$ cat src/rtl/instr_fetch_unit_if.sv
// Instruction-memory port of the fetch stage.
// The fetch unit is the master: it raises a request with an address and
// holds both steady until the memory answers with an acknowledge and the
// instruction word in the same cycle.
interface instr_fetch_unit_if #(
   parameter int ADDR_W = 8,
   parameter int IR_W   = 16
);
   logic              imem_req;
   logic [ADDR_W-1:0] imem_addr;
   logic              imem_ack;
   logic [IR_W-1:0]   imem_rdata;

   // Fetch unit side
   modport master (
      output imem_req,
      output imem_addr,
      input  imem_ack,
      input  imem_rdata
   );

   // Instruction memory side
   modport slave (
      input  imem_req,
      input  imem_addr,
      output imem_ack,
      output imem_rdata
   );
endinterface

$ cat src/rtl/instr_fetch_unit.sv
// Fetch stage feeding the microcoded controller.
// Holds the program counter and fetches one instruction word per request
// from instruction memory into IR.
// Microcode asks for work through two control-word bits:
//   - fetch:   start a fetch at the current PC
//   - pc_load: replace the PC with pc_in
// It then waits on busy / ir_valid for the fetch to finish.
module instr_fetch_unit #(
   parameter int ADDR_W   = 8,
   parameter int IR_W     = 16,
   parameter int RESET_PC = 0
) (
   input  logic                clk,
   input  logic                reset,
   input  logic                fetch,
   input  logic                pc_load,
   input  logic [ADDR_W-1:0]   pc_in,
   instr_fetch_unit_if.master  imem,
   output logic [IR_W-1:0]     IR,
   output logic [ADDR_W-1:0]   pc,
   output logic                busy,
   output logic                ir_valid
);

   localparam logic [ADDR_W-1:0] RESET_PC_V = ADDR_W'(RESET_PC);

   typedef enum logic {
      ST_IDLE,
      ST_WAIT
   } state_t;

   state_t            state_q, state_d;
   logic [ADDR_W-1:0] pc_q,    pc_d;
   logic [ADDR_W-1:0] addr_q,  addr_d;
   logic [IR_W-1:0]   ir_q,    ir_d;
   logic              req_q,   req_d;
   logic              valid_q, valid_d;

   // Next-state decode.
   // Commands are only honoured in IDLE, and the memory answer only in WAIT.
   // That makes a stray or late acknowledge harmless, and means commands
   // issued while a fetch is outstanding are simply dropped (no queueing).
   always_comb begin
      state_d = state_q;
      pc_d    = pc_q;
      addr_d  = addr_q;
      ir_d    = ir_q;
      req_d   = req_q;
      valid_d = 1'b0;
      case (state_q)
         ST_IDLE: begin
            if (pc_load) begin
               pc_d = pc_in;
            end
            if (fetch) begin
               // A same-cycle load wins, so load+fetch fetches from the jump target.
               addr_d  = pc_load ? pc_in : pc_q;
               req_d   = 1'b1;
               state_d = ST_WAIT;
            end
         end
         ST_WAIT: begin
            if (imem.imem_ack) begin
               // PC becomes the address just fetched plus one.
               // Natural overflow gives the wrap from all-ones back to zero.
               ir_d    = imem.imem_rdata;
               pc_d    = addr_q + ADDR_W'(1);
               req_d   = 1'b0;
               valid_d = 1'b1;
               state_d = ST_IDLE;
            end
         end
         default: begin
            state_d = ST_IDLE;
            req_d   = 1'b0;
         end
      endcase
   end

   // State register for the fetch FSM and all of its registered outputs.
   // Reset is checked first, so it aborts an outstanding fetch: an
   // acknowledge arriving on the same edge is discarded.
   always_ff @(posedge clk) begin
      if (!reset) begin
         state_q <= ST_IDLE;
         pc_q    <= RESET_PC_V;
         addr_q  <= RESET_PC_V;
         ir_q    <= '0;
         req_q   <= 1'b0;
         valid_q <= 1'b0;
      end else begin
         state_q <= state_d;
         pc_q    <= pc_d;
         addr_q  <= addr_d;
         ir_q    <= ir_d;
         req_q   <= req_d;
         valid_q <= valid_d;
      end
   end

   // busy is the only output decoded directly from state.
   // This lets microcode see the fetch as outstanding from the issuing edge.
   assign busy           = (state_q == ST_WAIT);
   assign imem.imem_req  = req_q;
   assign imem.imem_addr = addr_q;
   assign IR             = ir_q;
   assign pc             = pc_q;
   assign ir_valid       = valid_q;

endmodule

$ cat src/flat_wrapper.sv
// flat-port wrapper written by rule: the top's interface ports become plain ports
module instr_fetch_unit_flat 
#(
   parameter int ADDR_W   = 8,
   parameter int IR_W     = 16,
   parameter int RESET_PC = 0
)
  (clk, reset, fetch, pc_load, pc_in, IR, pc, busy, ir_valid, imem_imem_req, imem_imem_addr, imem_imem_ack, imem_imem_rdata);
  instr_fetch_unit_if #(.ADDR_W(ADDR_W), .IR_W(IR_W)) imem_i ();
  input  logic clk;
  input  logic reset;
  input  logic fetch;
  input  logic pc_load;
  input  logic [ADDR_W-1:0] pc_in;
  output logic [IR_W-1:0] IR;
  output logic [ADDR_W-1:0] pc;
  output logic busy;
  output logic ir_valid;
  output wire logic [$bits(imem_i.imem_req)-1:0] imem_imem_req;
  output wire logic [$bits(imem_i.imem_addr)-1:0] imem_imem_addr;
  input wire logic [$bits(imem_i.imem_ack)-1:0] imem_imem_ack;
  input wire logic [$bits(imem_i.imem_rdata)-1:0] imem_imem_rdata;
  assign imem_imem_req = imem_i.imem_req;
  assign imem_imem_addr = imem_i.imem_addr;
  assign imem_i.imem_ack = imem_imem_ack;
  assign imem_i.imem_rdata = imem_imem_rdata;
  instr_fetch_unit #(.ADDR_W(ADDR_W), .IR_W(IR_W), .RESET_PC(RESET_PC)) u_core (.clk(clk), .reset(reset), .fetch(fetch), .pc_load(pc_load), .pc_in(pc_in), .imem(imem_i), .IR(IR), .pc(pc), .busy(busy), .ir_valid(ir_valid));
endmodule
$ cat config.mk
export PLATFORM = sky130hd
export DESIGN_NAME = instr_fetch_unit_flat
export DESIGN_NICKNAME = d
export VERILOG_FILES = /design/src/rtl/instr_fetch_unit_if.sv /design/src/rtl/instr_fetch_unit.sv /design/src/flat_wrapper.sv
export SDC_FILE = /design/constraint.sdc
export NUM_CORES = 1
export LEC_CHECK = 0
export ABC_CLOCK_PERIOD_IN_PS = 2500
export CORE_ASPECT_RATIO = 1.75
export CORE_MARGIN = 3
export CORE_UTILIZATION = 45
export DETAILED_ROUTE_END_ITERATION = 10
export GPL_TIMING_DRIVEN = 0
export PLACE_DENSITY = 0.89
export SETUP_SLACK_MARGIN = 0.1
export SYNTH_ARGS = -nofsm -noshare
export SYNTH_HDL_FRONTEND = slang
export SYNTH_SLANG_ARGS = --single-unit
$ cat constraint.sdc
create_clock -name clk -period 2.5 [get_ports clk]
set_clock_uncertainty 0.2 [all_clocks]
set_input_delay 0.375 -clock clk [delete_from_list [all_inputs] [get_ports clk]]
set_output_delay 0.375 -clock clk [all_outputs]
set_load 0.05 [all_outputs]
== After elaboration in Yosys (flattened, before gate mapping) ==
Index checks and enable logic that the tools add are counted.
Storage, ports and cells
  register bits: 35
  bits of input ports: 29
  memory bits (writable): 0
  latch bits: 0
  memory bits (read-only): 0
  word-level logic and storage cells: 24
  memories kept: 0
Cells by class
  bitwise gates (word level): 1
  muxes and demuxes: 10
  $lt $le $gt $ge: 0
  multiply operators: 0
  reductions and logical operators: 4
  equality and inequality tests: 2
  shifts and indexed selects: 0
  div/mod/pow operators: 0
  $add $sub $neg: 1
Operators by type and width (count)
  two-way mux 8 bit: 2
  one-hot mux 8 bit (2 select lines): 1
  adder 8 x 1 -> 8 bit, second input constant: 1
  AND reduction 2 bit: 4
  two-way mux 1 bit: 5
  inequality test 2 bit, second input constant: 2
  one-hot mux 1 bit (2 select lines): 2
  NOT 1 bit: 1

== Longest topological paths before layout ==
  depth in word-level cells: 3
  gate-level depth with buffers: 5
  mapped depth without buffers: 4

== Worst setup path after synthesis ==
No wires, ideal clock.
  kind: flip-flop to flip-flop
  from: register u_core.addr_q[0] (netlist: u_core.imem.imem_addr[0])
  to: register u_core.pc_q[6] (netlist: u_core.pc[6])
  period minus slack after synthesis: 1.921 ns
  setup time: 0.079 ns
  stages on the path, launching flop included: 5
  data arrival time: 1.642 ns
  path buffers: 0
  setup slack: 0.579 ns
  cells stage by stage: dfxtp_1 > ha_1 > inv_1 > or4_1 > o211ai_1
Between the ends
  longest elaborated chain between the ends: 3
Ends and longest elaborated chain
  from (decl): line instr_fetch_unit.sv:34  | logic [ADDR_W-1:0] addr_q, addr_d;
  from (signal assigned): line instr_fetch_unit.sv:94  | addr_q <= addr_d;
  adder 8 x 1 -> 8 bit: line instr_fetch_unit.sv:67  | pc_d = addr_q + ADDR_W'(1);
  two-way mux 8 bit: line instr_fetch_unit.sv:63  | if (imem.imem_ack) begin
  one-hot mux 8 bit (2 select lines): line instr_fetch_unit.sv:50  | case (state_q)
  to (signal assigned): line instr_fetch_unit.sv:93  | pc_q <= pc_d;
  to (decl): line instr_fetch_unit.sv:33  | logic [ADDR_W-1:0] pc_q, pc_d;
No other way between the ends. The select of a mux whose other input is x is not followed.
A chain may end at the register's enable or synchronous reset.

== Worst setup path in the final report ==
  from: register u_core.state_q (netlist: u_core.busy)
  to: output busy
RTL lines
  from (decl): line instr_fetch_unit.sv:32  | state_t state_q, state_d;
  from (signal assigned): line instr_fetch_unit.sv:92  | state_q <= state_d;
  to (decl): line flat_wrapper.sv:17  | output logic busy;
No word-level cell between the ends.

==> results.ini <==
[status]
outcome=complete, no violations

[critical_path]
cp.arrival_ps=1650
cp.buffers_inverters=1
slowest_stage=clkdlybuf4s50_1
critical_path_class=reg2out
startpoint_type=register
crit_chain=clkdlybuf4s50_1
critPathCaptureType=output pin
critPathTopFamily=buffers and inverters
cp_max_fo=9
critical-path-max-stage-delay_ps=870
cp.required_ps=1920

[synth]
synth_top_family_by_area=simple AND/OR/NAND/NOR gates
synthAdderAreaFrac_pct=0.8460
yosysUniqueCellTypes=31
ys_ff_latch=35
syn_avg_cell_area_um2=8.549
synthSimpleGateAreaFrac_pct=21.32
synth_warnings=0
synthesis.nets=203
yosys.area_share.xor_xnor_pct=0.5922
syn-cell-area_mm2=0.001479
synthMuxAreaShare_pct=6.091
yosysSeqAreaShare_pct=47.38
syn_inst=173
synth-compound-area-share_pct=18.95

[die]
row_count=26
die_w_um=49.34
core_mm2=0.003025
num_io_pins=64
dieArea_mm2=0.004037
start_util_pct=48.88
fp.dieH_um=81.84

[detailed_routing]
wirelength_um=4314
drt_iter0_markers=57
wl_per_cell_um=15.08
vias=1545
drcViolationCount=0
dr.pass1.iters=4
drtAntennaViolNets=0
viasPerCell=5.402

[place]
gp_congestion=0.9036
place.detailed.hpwl_um=3040
io_buffers=63

[cts]
clkSlewWorstSetupHoldPaths_ps=70
ctsHoldBuffers=0
cts_tree=yes
htree_levels=2
post_cts_buffers=0
worstSkewPairLatency_ps=290
clk_path_buf_depth=2
root_buffer=clkbuf_8
cts_buffers=5
cts_sinks=35
postCtsResizedCells=0

[power]
share_seq_of_total_power_pct=43.9
leakagePower_nw=0.8171
ir_drop_mv=0.6085
power.switching_mw=0.4411
pwr-share-clk_pct=32.0
internal-power_mw=0.9784
power.density_mw_per_mm2=627.5
pwr-share-comb_pct=24.1
netSwitchingFraction_pct=31.07

[sta]
setup_violations=0
setup_tns_ps=0
relSlewSlack_pct=56.22
fmax_ghz=0.4491
hold_viol=0
fin_crit_sh_pct=89.08
hold_slack_ps=257.9
slew_viol_final=0
rsz0062_at_grt=no
finalCriticalPeriod_ps=2227
worst_pin_slew_ps=638.4

[final_layout]
antenna_cells=0
areaGrowthSynthToFinish_pct=52.96
nNetsFinal=273
drive_gt1_share_pct=6.557

[worst_hold_path]
worstHoldPathType=reg2reg

[global_route]
globalRoute.totalOverflow=0
grt.total_usage_pct=23.30
grt_start_max_net_pins=11
antenna_found_initial=0
grt_pass1_vias=1550
grt_pass1_wl_um=7245

[run]
max_cap_viol_count=0

tightest hold or removal path, delay by kind of cell, from the launching register on:
| kind | cells | cell delay [ps] |
|---|---|---|
| flip-flops | 1 | 310 |
| AO/OA/AOI/OAI | 1 | 50 |
| AND/OR/NAND/NOR | 1 | 50 |
stage by stage:
stage | utilization, % | setup slack, ps | power, mW | area, µm² | cells
3_3_place_gp | 71.46 | 346.3 | 0.9696 | 2162 | 278
6_report | 74.77 | 273.1 | 1.419 | 2262 | 286
3_5_place_dp | 71.46 | 272.1 | 0.9764 | 2162 | 278
2_1_floorplan | - | 578.6 | 0.8340 | 1479 | 173
4_1_cts | 74.77 | 265.5 | 1.424 | 2262 | 286
5_1_grt | 74.77 | 230.9 | 1.477 | 2262 | 286
Yosys cell counts:
cell type	number	area, µm²
inv_1	2	7.510
nor2b_1	1	6.260
nand2_2	1	6.260
mux2i_1	9	90.09
xor2_1	1	8.760
ha_1	1	12.51
o2111ai_1	3	26.28
o211ai_1	3	22.52
a21oi_1	19	95.09
nand4_1	1	6.260
or4_1	3	22.52
o21ai_0	1	5.000
a2111oi_2	1	15.01
nand2b_1	4	25.02
and2_1	1	6.260
a31oi_1	2	12.51
and2b_1	1	7.510
nor3_1	4	20.02
dfxtp_1	35	700.7
nand3b_1	1	7.510
nand2_1	33	123.9
o22ai_1	1	6.260
a211oi_1	7	52.55
buf_6	1	11.26
a22oi_1	6	45.04
nand3_1	6	30.03
buf_2	6	30.03
or3_1	2	12.51
clkinv_1	1	3.750
clkbuf_1	5	18.77
nor2_1	11	41.29
layer usage:
metal	wire, µm	GRT usage (%)	vias to the layer above
met5	0	0	-
met4	70	11.40	0
met3	330	7.441	5
met2	2360	42.07	57
met1	1553	24.01	736
li1	-	-	747
cells in the final DEF (no fill, tap or decap):
cell,instances
nand3_1,6
nor3_1,4
a211oi_1,7
o22ai_1,1
a31oi_1,2
clkinv_1,1
ha_1,1
or4_1,3
and2_1,1
or3_1,2
dfxtp_1,35
o21ai_0,1
xor2_1,1
a22oi_1,6
o211ai_1,3
clkbuf_8,7
nand2_2,1
nand4_1,1
mux2i_1,9
nor2_1,11
nand2_1,33
buf_6,1
a2111oi_2,1
and2b_1,1
o2111ai_1,3
nand2b_1,4
clkbuf_1,6
clkdlybuf4s50_1,63
nor2b_1,1
nand3b_1,1
a21oi_1,19
inv_1,2
buf_2,6
power groups by stage:
stage          Combinational (mW)  Sequential (mW)  Clock (mW)
3_5_place_dp                0.341            0.635           0
2_1_floorplan              0.0909            0.743           0
3_3_place_gp                0.336            0.633           0
4_1_cts                     0.343            0.623       0.458
6_report                    0.341            0.623       0.455
5_1_grt                     0.363            0.628       0.487
state kept, by name (all words and copies together) (netlist names):
name                   count
u_core.ir_valid            1
u_core.pc                  8
u_core.IR                 16
u_core.imem.imem_addr      8
u_core.busy                1
u_core.imem.imem_req       1
final timing paths:
check	cells after the start	slack (ps)	from	to
setup / recovery	1	270	u_core.busy	busy
hold / removal	2	260	u_core.IR[3]	u_core.IR[3]
setup reg to reg	3	780	u_core.busy	u_core.pc[5]
hold reg to reg	2	260	u_core.IR[3]	u_core.IR[3]
area by class of cell:
type                            instances  area [µm²]
Multi-Input combinational cell        123       706.9
Clock buffer                            8       100.1
Fill cell                             233       763.2
Inverter                                3       11.26
Buffer                                 12       60.06
Sequential cell                        35       700.7
Timing Repair Buffer                   63       630.6
Tap cell                               42       52.55
logic make-up after synthesis:
kind of cell	count (synthesis)
AND/OR/NAND/NOR	69
AO/OA/AOI/OAI	43
flip-flops	35
buffers and inverters	15
multiplexers	9
XOR/XNOR	1
adder cells (fa/ha/maj)	1
No activity file was read; power rests on OpenSTA's default activity.
